File: config.mk
export PLATFORM = sky130hd
export DESIGN_NAME = pcie_cq_mem_write_engine_flat
export DESIGN_NICKNAME = d
export VERILOG_FILES = /design/src/rtl/pcie_cq_mem_write_engine_if.sv /design/src/rtl/pcie_cq_mem_write_engine.sv /design/src/flat_wrapper.sv
export SDC_FILE = /design/constraint.sdc
export NUM_CORES = 1
export LEC_CHECK = 0
export CAP_MARGIN = 20
export CORE_MARGIN = 1.5
export CORE_UTILIZATION = 45
export DETAILED_ROUTE_END_ITERATION = 8
export GPL_TIMING_DRIVEN = 0
export PLACE_DENSITY = 0.81
export SLEW_MARGIN = 20
export SYNTH_ARGS = -nofsm -noshare
export SYNTH_HDL_FRONTEND = slang
export SYNTH_SLANG_ARGS = --single-unit
File: constraint.sdc
create_clock -name CLK -period 2.3 [get_ports CLK]
set_input_delay 0.69 -clock CLK [delete_from_list [all_inputs] [get_ports CLK]]
set_output_delay 0.69 -clock CLK [all_outputs]
set_load 0.05 [all_outputs]
File: src/rtl/pcie_cq_mem_write_engine_if.sv
// CQ AXI4-Stream and BRAM write-port bundle for the CQ memory-write engine.
// slave = engine view (consumes CQ, drives BRAM); master = PCIe IP / BRAM side view.
interface pcie_cq_mem_write_engine_if #(
    parameter int unsigned PCIE_DATA_WIDTH     = 64,
    parameter int unsigned PCIE_KEEP_WIDTH     = 2,
    parameter int unsigned AXI4_CQ_TUSER_WIDTH = 88,
    parameter int unsigned BRAM_DATA_WIDTH     = 32,
    parameter int unsigned BRAM_ADDR_WIDTH     = 16,
    parameter int unsigned BRAM_KEEP_WIDTH     = 4
);
    logic [PCIE_DATA_WIDTH-1:0]     M_AXIS_CQ_TDATA;
    logic                           M_AXIS_CQ_TLAST;
    logic                           M_AXIS_CQ_TVALID;
    logic [AXI4_CQ_TUSER_WIDTH-1:0] M_AXIS_CQ_TUSER;
    logic [PCIE_KEEP_WIDTH-1:0]     M_AXIS_CQ_TKEEP;
    logic                           M_AXIS_CQ_TREADY;

    logic                           MEM_WR_BUSY;
    logic [BRAM_DATA_WIDTH-1:0]     MEM_WR_DATA;
    logic [BRAM_ADDR_WIDTH-1:0]     MEM_WR_ADDR;
    logic [BRAM_KEEP_WIDTH-1:0]     MEM_WR_KEEP;
    logic                           MEM_WR_LAST;
    logic                           MEM_WR_VALD;

    modport slave (
        input  M_AXIS_CQ_TDATA, M_AXIS_CQ_TLAST, M_AXIS_CQ_TVALID, M_AXIS_CQ_TUSER, M_AXIS_CQ_TKEEP,
        output M_AXIS_CQ_TREADY,
        input  MEM_WR_BUSY,
        output MEM_WR_DATA, MEM_WR_ADDR, MEM_WR_KEEP, MEM_WR_LAST, MEM_WR_VALD
    );

    modport master (
        output M_AXIS_CQ_TDATA, M_AXIS_CQ_TLAST, M_AXIS_CQ_TVALID, M_AXIS_CQ_TUSER, M_AXIS_CQ_TKEEP,
        input  M_AXIS_CQ_TREADY,
        output MEM_WR_BUSY,
        input  MEM_WR_DATA, MEM_WR_ADDR, MEM_WR_KEEP, MEM_WR_LAST, MEM_WR_VALD
    );
endinterface

File: src/rtl/pcie_cq_mem_write_engine.sv
// Unpacks PCIe CQ Memory Write requests into one-DWORD-per-cycle BRAM writes; drops other requests.
// Optional CQ_DEBUG_EN: st_test = {PCIE_CQ_NP_REQ_COUNT[4:0], FSM state code}; otherwise st_test = 0.
module pcie_cq_mem_write_engine #(
    parameter int unsigned PCIE_DATA_WIDTH     = 64,
    parameter int unsigned PCIE_KEEP_WIDTH     = 2,
    parameter int unsigned AXI4_CQ_TUSER_WIDTH = 88,
    parameter int unsigned BRAM_DATA_WIDTH     = 32,
    parameter int unsigned BRAM_ADDR_WIDTH     = 16,
    parameter int unsigned BRAM_KEEP_WIDTH     = 4
) (
    input  logic                           CLK,
    input  logic                           RST,
    pcie_cq_mem_write_engine_if.slave      cq,
    input  logic [5:0]                     PCIE_CQ_NP_REQ_COUNT,
    output logic                           PCIE_CQ_NO_REQ,
    output logic [7:0]                     st_test
);
    localparam int unsigned CNT_W = 11;
    localparam int unsigned HI_W  = PCIE_DATA_WIDTH - BRAM_DATA_WIDTH;

    typedef enum logic [2:0] {
        S_IDLE    = 3'd0,
        S_DESC    = 3'd1,
        S_DATA    = 3'd2,
        S_WR_LO   = 3'd3,
        S_WR_HI   = 3'd4,
        S_DISCARD = 3'd5
    } state_t;

    state_t                     state, state_nxt;
    logic [BRAM_ADDR_WIDTH-1:0] ptr, ptr_nxt;
    logic [CNT_W-1:0]           remaining, remaining_nxt;
    logic [BRAM_KEEP_WIDTH-1:0] first_be, first_be_nxt;
    logic [BRAM_KEEP_WIDTH-1:0] last_be, last_be_nxt;
    logic                       first_dw, first_dw_nxt;
    logic                       two_dw, two_dw_nxt;
    logic                       trunc, trunc_nxt;
    logic [HI_W-1:0]            data_hi, data_hi_nxt;
    logic                       tready, tready_nxt;
    logic                       no_req, no_req_nxt;
    logic [BRAM_DATA_WIDTH-1:0] wr_data, wr_data_nxt;
    logic [BRAM_ADDR_WIDTH-1:0] wr_addr, wr_addr_nxt;
    logic [BRAM_KEEP_WIDTH-1:0] wr_keep, wr_keep_nxt;
    logic                       wr_last, wr_last_nxt;
    logic                       wr_vald, wr_vald_nxt;

    logic                       beat_c, wr_xfer_c, sop_c, disc_c;
    logic [3:0]                 req_type_c;
    logic [CNT_W-1:0]           count_c;

    assign beat_c     = cq.M_AXIS_CQ_TVALID & tready;
    assign wr_xfer_c  = wr_vald & ~cq.MEM_WR_BUSY;
    assign sop_c      = cq.M_AXIS_CQ_TUSER[40];
    assign disc_c     = cq.M_AXIS_CQ_TUSER[41];
    assign count_c    = cq.M_AXIS_CQ_TDATA[10:0];
    assign req_type_c = cq.M_AXIS_CQ_TDATA[14:11];

    // Byte enables: first DWORD uses first_be (also covers count==1), final-by-count uses last_be.
    function automatic logic [BRAM_KEEP_WIDTH-1:0] dw_keep(
        input logic                       first,
        input logic [CNT_W-1:0]           rem,
        input logic [BRAM_KEEP_WIDTH-1:0] fbe,
        input logic [BRAM_KEEP_WIDTH-1:0] lbe
    );
        if (first)                  return fbe;
        else if (rem == CNT_W'(1))  return lbe;
        else                        return {BRAM_KEEP_WIDTH{1'b1}};
    endfunction

    always_ff @(posedge CLK) begin
        if (RST) begin
            state     <= S_IDLE;
            ptr       <= '0;
            remaining <= '0;
            first_be  <= '0;
            last_be   <= '0;
            first_dw  <= 1'b0;
            two_dw    <= 1'b0;
            trunc     <= 1'b0;
            data_hi   <= '0;
            tready    <= 1'b0;
            no_req    <= 1'b0;
            wr_data   <= '0;
            wr_addr   <= '0;
            wr_keep   <= '0;
            wr_last   <= 1'b0;
            wr_vald   <= 1'b0;
        end else begin
            state     <= state_nxt;
            ptr       <= ptr_nxt;
            remaining <= remaining_nxt;
            first_be  <= first_be_nxt;
            last_be   <= last_be_nxt;
            first_dw  <= first_dw_nxt;
            two_dw    <= two_dw_nxt;
            trunc     <= trunc_nxt;
            data_hi   <= data_hi_nxt;
            tready    <= tready_nxt;
            no_req    <= no_req_nxt;
            wr_data   <= wr_data_nxt;
            wr_addr   <= wr_addr_nxt;
            wr_keep   <= wr_keep_nxt;
            wr_last   <= wr_last_nxt;
            wr_vald   <= wr_vald_nxt;
        end
    end

    always_comb begin
        state_nxt     = state;
        ptr_nxt       = ptr;
        remaining_nxt = remaining;
        first_be_nxt  = first_be;
        last_be_nxt   = last_be;
        first_dw_nxt  = first_dw;
        two_dw_nxt    = two_dw;
        trunc_nxt     = trunc;
        data_hi_nxt   = data_hi;
        no_req_nxt    = 1'b1;
        wr_data_nxt   = wr_data;
        wr_addr_nxt   = wr_addr;
        wr_keep_nxt   = wr_keep;
        wr_last_nxt   = wr_last;
        wr_vald_nxt   = wr_vald;

        case (state)
            S_IDLE: begin
                if (beat_c && sop_c) begin
                    ptr_nxt      = cq.M_AXIS_CQ_TDATA[BRAM_ADDR_WIDTH+1:2];
                    first_be_nxt = BRAM_KEEP_WIDTH'(cq.M_AXIS_CQ_TUSER[3:0]);
                    last_be_nxt  = BRAM_KEEP_WIDTH'(cq.M_AXIS_CQ_TUSER[7:4]);
                    state_nxt    = S_DESC;
                end
            end
            S_DESC: begin
                if (beat_c) begin
                    remaining_nxt = count_c;
                    first_dw_nxt  = 1'b1;
                    trunc_nxt     = 1'b0;
                    // A descriptor-only packet carries no payload, whatever its type.
                    if (cq.M_AXIS_CQ_TLAST)
                        state_nxt = S_IDLE;
                    else if (req_type_c == 4'b0001 && count_c != '0)
                        state_nxt = S_DATA;
                    else
                        state_nxt = S_DISCARD;
                end
            end
            S_DATA: begin
                if (beat_c) begin
                    if (disc_c) begin
                        state_nxt = cq.M_AXIS_CQ_TLAST ? S_IDLE : S_DISCARD;
                    end else begin
                        data_hi_nxt = cq.M_AXIS_CQ_TDATA[PCIE_DATA_WIDTH-1:BRAM_DATA_WIDTH];
                        two_dw_nxt  = (remaining > CNT_W'(1));
                        trunc_nxt   = cq.M_AXIS_CQ_TLAST;
                        wr_data_nxt = cq.M_AXIS_CQ_TDATA[BRAM_DATA_WIDTH-1:0];
                        wr_addr_nxt = ptr;
                        wr_keep_nxt = dw_keep(first_dw, remaining, first_be, last_be);
                        wr_last_nxt = (remaining == CNT_W'(1));
                        wr_vald_nxt = 1'b1;
                        state_nxt   = S_WR_LO;
                    end
                end
            end
            S_WR_LO: begin
                if (wr_xfer_c) begin
                    ptr_nxt       = ptr + BRAM_ADDR_WIDTH'(1);
                    remaining_nxt = remaining - CNT_W'(1);
                    first_dw_nxt  = 1'b0;
                    if (two_dw) begin
                        wr_data_nxt = data_hi;
                        wr_addr_nxt = ptr + BRAM_ADDR_WIDTH'(1);
                        wr_keep_nxt = dw_keep(1'b0, remaining - CNT_W'(1), first_be, last_be);
                        // Truncated packet: the upper DWORD of the TLAST beat closes the request.
                        wr_last_nxt = (remaining == CNT_W'(2)) | trunc;
                        state_nxt   = S_WR_HI;
                    end else begin
                        wr_vald_nxt = 1'b0;
                        wr_last_nxt = 1'b0;
                        state_nxt   = (trunc || remaining == CNT_W'(1)) ? S_IDLE : S_DATA;
                    end
                end
            end
            S_WR_HI: begin
                if (wr_xfer_c) begin
                    ptr_nxt       = ptr + BRAM_ADDR_WIDTH'(1);
                    remaining_nxt = remaining - CNT_W'(1);
                    wr_vald_nxt   = 1'b0;
                    wr_last_nxt   = 1'b0;
                    state_nxt     = (trunc || remaining == CNT_W'(1)) ? S_IDLE : S_DATA;
                end
            end
            S_DISCARD: begin
                if (beat_c && cq.M_AXIS_CQ_TLAST)
                    state_nxt = S_IDLE;
            end
            default: state_nxt = S_IDLE;
        endcase

        tready_nxt = (state_nxt != S_WR_LO) && (state_nxt != S_WR_HI);
    end

    assign cq.M_AXIS_CQ_TREADY = tready;
    assign cq.MEM_WR_DATA      = wr_data;
    assign cq.MEM_WR_ADDR      = wr_addr;
    assign cq.MEM_WR_KEEP      = wr_keep;
    assign cq.MEM_WR_LAST      = wr_last;
    assign cq.MEM_WR_VALD      = wr_vald;
    assign PCIE_CQ_NO_REQ      = no_req;

`ifdef CQ_DEBUG_EN
    logic [7:0] st_q;
    always_ff @(posedge CLK) begin
        if (RST) st_q <= '0;
        else     st_q <= {PCIE_CQ_NP_REQ_COUNT[4:0], state_nxt};
    end
    assign st_test = st_q;
`else
    assign st_test = 8'h00;
`endif

    // Informational sideband and descriptor fields the write path does not need.
    logic [PCIE_KEEP_WIDTH-1:0] unused_keep;
    logic                       unused_inputs;
    assign unused_keep   = cq.M_AXIS_CQ_TKEEP;
    assign unused_inputs = ^{cq.M_AXIS_CQ_TUSER[AXI4_CQ_TUSER_WIDTH-1:42],
                             cq.M_AXIS_CQ_TUSER[39:8], PCIE_CQ_NP_REQ_COUNT};
endmodule

File: src/flat_wrapper.sv
// flat-port wrapper written by rule: the top's interface ports become plain ports
module pcie_cq_mem_write_engine_flat 
#(
    parameter int unsigned PCIE_DATA_WIDTH     = 64,
    parameter int unsigned PCIE_KEEP_WIDTH     = 2,
    parameter int unsigned AXI4_CQ_TUSER_WIDTH = 88,
    parameter int unsigned BRAM_DATA_WIDTH     = 32,
    parameter int unsigned BRAM_ADDR_WIDTH     = 16,
    parameter int unsigned BRAM_KEEP_WIDTH     = 4
)
  (CLK, RST, PCIE_CQ_NP_REQ_COUNT, PCIE_CQ_NO_REQ, st_test, cq_M_AXIS_CQ_TDATA, cq_M_AXIS_CQ_TLAST, cq_M_AXIS_CQ_TVALID, cq_M_AXIS_CQ_TUSER, cq_M_AXIS_CQ_TKEEP, cq_M_AXIS_CQ_TREADY, cq_MEM_WR_BUSY, cq_MEM_WR_DATA, cq_MEM_WR_ADDR, cq_MEM_WR_KEEP, cq_MEM_WR_LAST, cq_MEM_WR_VALD);
  pcie_cq_mem_write_engine_if #(.PCIE_DATA_WIDTH(PCIE_DATA_WIDTH), .PCIE_KEEP_WIDTH(PCIE_KEEP_WIDTH), .AXI4_CQ_TUSER_WIDTH(AXI4_CQ_TUSER_WIDTH), .BRAM_DATA_WIDTH(BRAM_DATA_WIDTH), .BRAM_ADDR_WIDTH(BRAM_ADDR_WIDTH), .BRAM_KEEP_WIDTH(BRAM_KEEP_WIDTH)) cq_i ();
  input  logic CLK;
  input  logic RST;
  input  logic [5:0] PCIE_CQ_NP_REQ_COUNT;
  output logic PCIE_CQ_NO_REQ;
  output logic [7:0] st_test;
  input wire logic [$bits(cq_i.M_AXIS_CQ_TDATA)-1:0] cq_M_AXIS_CQ_TDATA;
  input wire logic [$bits(cq_i.M_AXIS_CQ_TLAST)-1:0] cq_M_AXIS_CQ_TLAST;
  input wire logic [$bits(cq_i.M_AXIS_CQ_TVALID)-1:0] cq_M_AXIS_CQ_TVALID;
  input wire logic [$bits(cq_i.M_AXIS_CQ_TUSER)-1:0] cq_M_AXIS_CQ_TUSER;
  input wire logic [$bits(cq_i.M_AXIS_CQ_TKEEP)-1:0] cq_M_AXIS_CQ_TKEEP;
  output wire logic [$bits(cq_i.M_AXIS_CQ_TREADY)-1:0] cq_M_AXIS_CQ_TREADY;
  input wire logic [$bits(cq_i.MEM_WR_BUSY)-1:0] cq_MEM_WR_BUSY;
  output wire logic [$bits(cq_i.MEM_WR_DATA)-1:0] cq_MEM_WR_DATA;
  output wire logic [$bits(cq_i.MEM_WR_ADDR)-1:0] cq_MEM_WR_ADDR;
  output wire logic [$bits(cq_i.MEM_WR_KEEP)-1:0] cq_MEM_WR_KEEP;
  output wire logic [$bits(cq_i.MEM_WR_LAST)-1:0] cq_MEM_WR_LAST;
  output wire logic [$bits(cq_i.MEM_WR_VALD)-1:0] cq_MEM_WR_VALD;
  assign cq_i.M_AXIS_CQ_TDATA = cq_M_AXIS_CQ_TDATA;
  assign cq_i.M_AXIS_CQ_TLAST = cq_M_AXIS_CQ_TLAST;
  assign cq_i.M_AXIS_CQ_TVALID = cq_M_AXIS_CQ_TVALID;
  assign cq_i.M_AXIS_CQ_TUSER = cq_M_AXIS_CQ_TUSER;
  assign cq_i.M_AXIS_CQ_TKEEP = cq_M_AXIS_CQ_TKEEP;
  assign cq_M_AXIS_CQ_TREADY = cq_i.M_AXIS_CQ_TREADY;
  assign cq_i.MEM_WR_BUSY = cq_MEM_WR_BUSY;
  assign cq_MEM_WR_DATA = cq_i.MEM_WR_DATA;
  assign cq_MEM_WR_ADDR = cq_i.MEM_WR_ADDR;
  assign cq_MEM_WR_KEEP = cq_i.MEM_WR_KEEP;
  assign cq_MEM_WR_LAST = cq_i.MEM_WR_LAST;
  assign cq_MEM_WR_VALD = cq_i.MEM_WR_VALD;
  pcie_cq_mem_write_engine #(.PCIE_DATA_WIDTH(PCIE_DATA_WIDTH), .PCIE_KEEP_WIDTH(PCIE_KEEP_WIDTH), .AXI4_CQ_TUSER_WIDTH(AXI4_CQ_TUSER_WIDTH), .BRAM_DATA_WIDTH(BRAM_DATA_WIDTH), .BRAM_ADDR_WIDTH(BRAM_ADDR_WIDTH), .BRAM_KEEP_WIDTH(BRAM_KEEP_WIDTH)) u_core (.CLK(CLK), .RST(RST), .cq(cq_i), .PCIE_CQ_NP_REQ_COUNT(PCIE_CQ_NP_REQ_COUNT), .PCIE_CQ_NO_REQ(PCIE_CQ_NO_REQ), .st_test(st_test));
endmodule
* Yosys cells after proc, flatten, opt, wreduce, memory -nomap -nowiden
Cells that the tools add are included.
Storage, ports and cells: logic and storage cells 122, bits in registers 129, output and inout port bits 64
Cells by class: reduce and logical (&&, ||, !) cells 23, eq/ne operators 20, magnitude comparators 1, $add $sub $neg 2, bitwise operators 5, muxes and demuxes 55
Operator list (count):
- 2-to-1 mux 32 bit | 4
- 2-to-1 mux 16 bit | 6
- case mux 16 bit (2 select lines) | 2
- case mux 32 bit (2 select lines) | 1
- 2-to-1 mux 3 bit | 11
- 2-to-1 mux 4 bit | 7
- equality test 11 x 1 -> 1 bit, second input constant | 2
- 2-to-1 mux 11 bit | 2
- case mux 11 bit (2 select lines) | 1
- case mux 3 bit (6 select lines) | 1
- adder 16 x 1 -> 16 bit, second input constant | 1
- 2-to-1 mux 1 bit | 14
- inequality test 2 x 1 -> 1 bit, second input constant | 7
- AND reduction 3 bit | 4
- equality test 11 x 2 -> 1 bit, second input constant | 1
- greater-than comparator 11 x 1 -> 1 bit, second input constant | 1
- nonzero test 11 bit | 1
- subtractor 11 x 1 -> 11 bit, second input constant | 1
- AND reduction 5 bit | 2
- nonzero test 2 bit | 5
- case mux 4 bit (2 select lines) | 1
- equality test 3 x 2 -> 1 bit, second input constant | 2
- equality test 3 bit, second input constant | 2
- case mux 1 bit (3 select lines) | 2
- other kinds (18) | 25

* Logic depth before layout (Yosys ltp)
depth in word-level cells 8, mapped depth 10, mapped depth without buffers 8

* Worst setup path before layout
Ideal clock, no wire load.
path type in2reg, from input port cq_M_AXIS_CQ_TDATA[2], to register u_core.tready, in the netlist u_core.cq.M_AXIS_CQ_TREADY, slack 0.165 ns, data required time 2.197 ns, cell stages on the path 6, setup time 0.103 ns, arrival 2.031 ns, path through nor4_1 > nand2_1 > o41ai_1 > nor3_1 > a211o_1 > a2111oi_2
On the way: cells in the longest elaborated chain, start to end 8, elaborated cells on any way between the ends 9
RTL lines:
- from (decl) | RTL line flat_wrapper.sv:18 | input wire logic [$bits(cq_i.M_AXIS_CQ_TDATA)-1:0] cq_M_AXIS_CQ_TDATA;
- nonzero test 11 bit * | RTL line pcie_cq_mem_write_engine.sv:142 | else if (req_type_c == 4'b0001 && count_c != '0)
- logical AND 1 bit * | RTL line pcie_cq_mem_write_engine.sv:142
- 2-to-1 mux 3 bit * | RTL line pcie_cq_mem_write_engine.sv:142
- 2-to-1 mux 3 bit * | RTL line pcie_cq_mem_write_engine.sv:140 | if (cq.M_AXIS_CQ_TLAST)
- 2-to-1 mux 3 bit * | RTL line pcie_cq_mem_write_engine.sv:135 | if (beat_c) begin
- case mux 3 bit (6 select lines) * | RTL line pcie_cq_mem_write_engine.sv:125 | case (state)
- inequality test 3 x 2 -> 1 bit or inequality test 3 bit (tied branches) | RTL line pcie_cq_mem_write_engine.sv:200 | tready_nxt = (state_nxt != S_WR_LO) && (state_nxt != S_WR_HI);
- logical AND 1 bit * | RTL line pcie_cq_mem_write_engine.sv:200
- to (signal assigned) | RTL line pcie_cq_mem_write_engine.sv:98 | tready <= tready_nxt;
- to (decl) | RTL line pcie_cq_mem_write_engine.sv:39 | logic tready, tready_nxt;
Every way passes the cells marked *; elsewhere a longest branch is shown, timed or not. A chain may end at the register's enable or synchronous reset.

* Worst setup path after layout
from register u_core.wr_data[1], in the netlist u_core.cq.MEM_WR_DATA[1], to output port cq_MEM_WR_DATA[1]
RTL lines:
- from (decl) | RTL line pcie_cq_mem_write_engine.sv:41 | logic [BRAM_DATA_WIDTH-1:0] wr_data, wr_data_nxt;
- from (signal assigned) | RTL line pcie_cq_mem_write_engine.sv:100 | wr_data <= wr_data_nxt;
- to (decl) | RTL line flat_wrapper.sv:25 | output wire logic [$bits(cq_i.MEM_WR_DATA)-1:0] cq_MEM_WR_DATA;
No word-level cell between the ends.

==> reports/metrics.cfg <==
[sta]
slew_viol_final = 0
setup_viol = 0
min_period_ns = 2.27
final.setup_skew_ns = 0.00838
timing.final.hold_violations = 0
clock.fmax_mhz = 440
worstMarginPinSlew_ns = 0.700
relSlewSlack_pct = 53.3
timing.final.crit_share_pct = 98.9
rsz0062_at_grt = true

[synthesis]
syn_avg_cell_area_um2 = 7.66
ys_warn_count = 0
synth_area_mm2 = 0.00613
ys_ff_latch = 129
syn_inst = 801
yosysUniqueCellTypes = 59
synth_ff_type = dfxtp_1
synth-edff-count = 0
async_reset_ff_share_pct = 0
yosysSeqAreaShare_pct = 42.1

[finish]
seq_area_mm2 = 0.00258
multi_input_comb_area_mm2 = 0.00332
syn2layout_area_growth_pct = 37.1
fillers = 1158
num_antenna_cells = 0
final_area_mm2 = 0.00841
final_nets = 1130
drive_above_1_share_pct = 9.65
finalNonFillerCells = 1150
layout_common_cells = nand2_1 (184), dfxtp_1 (129), nor2_1 (96)
layout_commonest_cell = nand2_1

[clocking]
clock_latency_ns = 0.42
cts_buffers = 17
cts_hold_buf = 0
cts_sinks = 129
root_buffer = clkbuf_16
cts_tree = yes
cts_max_path_buffers = 2
htree_levels = 4
clkTransAtPathRegs_ns = 0.06

[worst_setup_path]
startpoint_type = register
cp_max_fo = 2
critPathBufInv = 1
cp.required_ns = 1.61
slowest_delay_ns = 0.81
crit_slowest_cell = clkdlybuf4s50_1
arrival_ns = 1.58
endpoint_kind = primary output
critPathKind = reg2out
crit_family = buffers and inverters
crit_chain = clkdlybuf4s50_1

[floorplanning]
rows = 42
die_w_um = 120
coreArea_mm2 = 0.0133
initial_core_util_pct = 46.1
pin_count = 229
die_y_um = 120
die-area_mm2 = 0.0143

[global_route]
antenna_found_initial = 0
grt_max_degree = 20
grt_pass1_vias = 6130
overflow = 0
grt_pass1_wl_um = 31300
grt_usage_pct = 28.1

[pwr]
p_int_w = 0.00386
p_leak_nw = 3.28
total_power_w = 0.00514
p_clk_share_pct = 47.1
swShare_pct = 24.9
peakVddDrop_uv = 496
seq_power_share_pct = 44.5
switchingPower_w = 0.00128
combPwrFrac_pct = 8.4
p_per_area_mw_per_mm2 = 611

[detailed_routing]
route.vias.total = 6505
first_pass_iters = 6
drtIter0Drc = 753
drc_errors = 0
vias_per_cell = 5.66
ant_nets = 0
wirelength_um = 19700
post_drt_wl_per_cell_um = 17.1

[hold_path]
hold_path.class = reg2reg

[place]
portBuffers = 133
dp_cells = 1117
gp_congestion = 0.966
dp_hpwl_um = 14600
place_area_mm2 = 0.00771

[status]
outcome = complete, no violations

[run]
drv_cap = 0

cell families (layout without fill, tap and decap cells):
group,after synthesis,count (layout),synth area share (%)
simple gates,363,363,25.9
compound gates,205,205,22.1
flops,129,129,42.1
buf+inv,76,242,5.55
xor+xnor,15,15,2.14
mux,8,8,1.31
fa+ha+maj,4,4,0.816
other cells,1,8,0.0611
state kept, by name, summed over array words and instances, names as in the netlist, 3 cells and up:
name                   cells
u_core.first_be            4
u_core.cq.MEM_WR_ADDR     16
u_core.cq.MEM_WR_DATA     32
u_core.data_hi            32
u_core.cq.MEM_WR_KEEP      4
u_core.ptr                16
u_core.state               3
u_core.remaining          11
u_core.last_be             4
metrics by stage:
step                worst slack, ns  utilization (%)  TNS, ns  hold slack (ns)
floorplan                     0.165                -        0            0.437
detailed placement            -1.05             58.0   -69.88            0.449
CTS                         0.00310             62.4        0            0.457
global route               -0.00647             63.3  -0.0135            0.472
finish                       0.0253             63.3        0            0.458
global placement             -0.983             58.0   -66.96            0.444
timing repair:
action | CTS | global route
buffers inserted | 3 | 1
setup endpoints to repair | 100 | 112
pin swaps | 3 | 3
gates resized for setup | 30 | 50
cell usage after synthesis (7+ instances only):
| master | count | area [µm²] |
|---|---|---|
| mux2i_1 | 8 | 80.1 |
| buf_1 | 8 | 30.0 |
| o21ai_0 | 30 | 150 |
| dfxtp_1 | 129 | 2580 |
| nor2_1 | 97 | 364 |
| nor2b_1 | 7 | 43.8 |
| nand3_1 | 19 | 95.1 |
| xnor2_1 | 9 | 78.8 |
| buf_4 | 9 | 67.6 |
| nand2_1 | 184 | 691 |
| o22ai_1 | 9 | 56.3 |
| buf_2 | 16 | 80.1 |
| a21oi_1 | 62 | 310 |
| clkbuf_1 | 37 | 139 |
| a311oi_1 | 36 | 315 |
| a211oi_1 | 25 | 188 |
| nor3_1 | 9 | 45.0 |
| a22oi_1 | 9 | 67.6 |
metal layers:
layer,vias to the layer above,GRT usage (%),part of all wire (%)
met4,0,12.9,3.5
met2,352,44.0,46
met1,2961,37.3,41
li1,3129,-,-
met3,63,5.75,8.8
met5,-,0,0
final cells by class:
| type | count | area share (%) |
|---|---|---|
| buffer | 68 | 4.03 |
| clock buffer | 20 | 5.31 |
| clock inverter | 12 | 1.03 |
| inverter | 5 | 0.223 |
| multi-input combinational | 603 | 39.5 |
| sequential | 129 | 30.7 |
| tap | 176 | 2.62 |
| timing repair buffer | 137 | 16.6 |
worst register-to-register path: cells and delay by family, from the launching register on:
family | cells | cell delay (ns)
buffers and inverters | 3 | 0.61
AOI/OAI and AO/OA | 3 | 0.50
and+or+nand+nor | 2 | 0.74
DFF | 1 | 0.30
worst paths after layout:
path	to	slack (ns)	depth (start not counted)	from
max	cq_MEM_WR_DATA[1]	0.03	1	u_core.cq.MEM_WR_DATA[1]
min	u_core.data_hi[20]	0.46	2	u_core.data_hi[20]
max reg2reg	u_core.ptr[12]	0.05	8	u_core.state[2]
min reg2reg	u_core.data_hi[20]	0.46	2	u_core.data_hi[20]
power by group through the flow:
stage | logic, W | clock network, W | registers (W)
CTS | 0.000419 | 0.00244 | 0.00229
finish | 0.000430 | 0.00242 | 0.00229
floorplan | 0.000198 | 0 | 0.00233
detailed placement | 0.000415 | 0 | 0.00233
global placement | 0.000412 | 0 | 0.00233
global route | 0.000458 | 0.00255 | 0.00229
No activity file was read; power rests on OpenSTA's default activity.
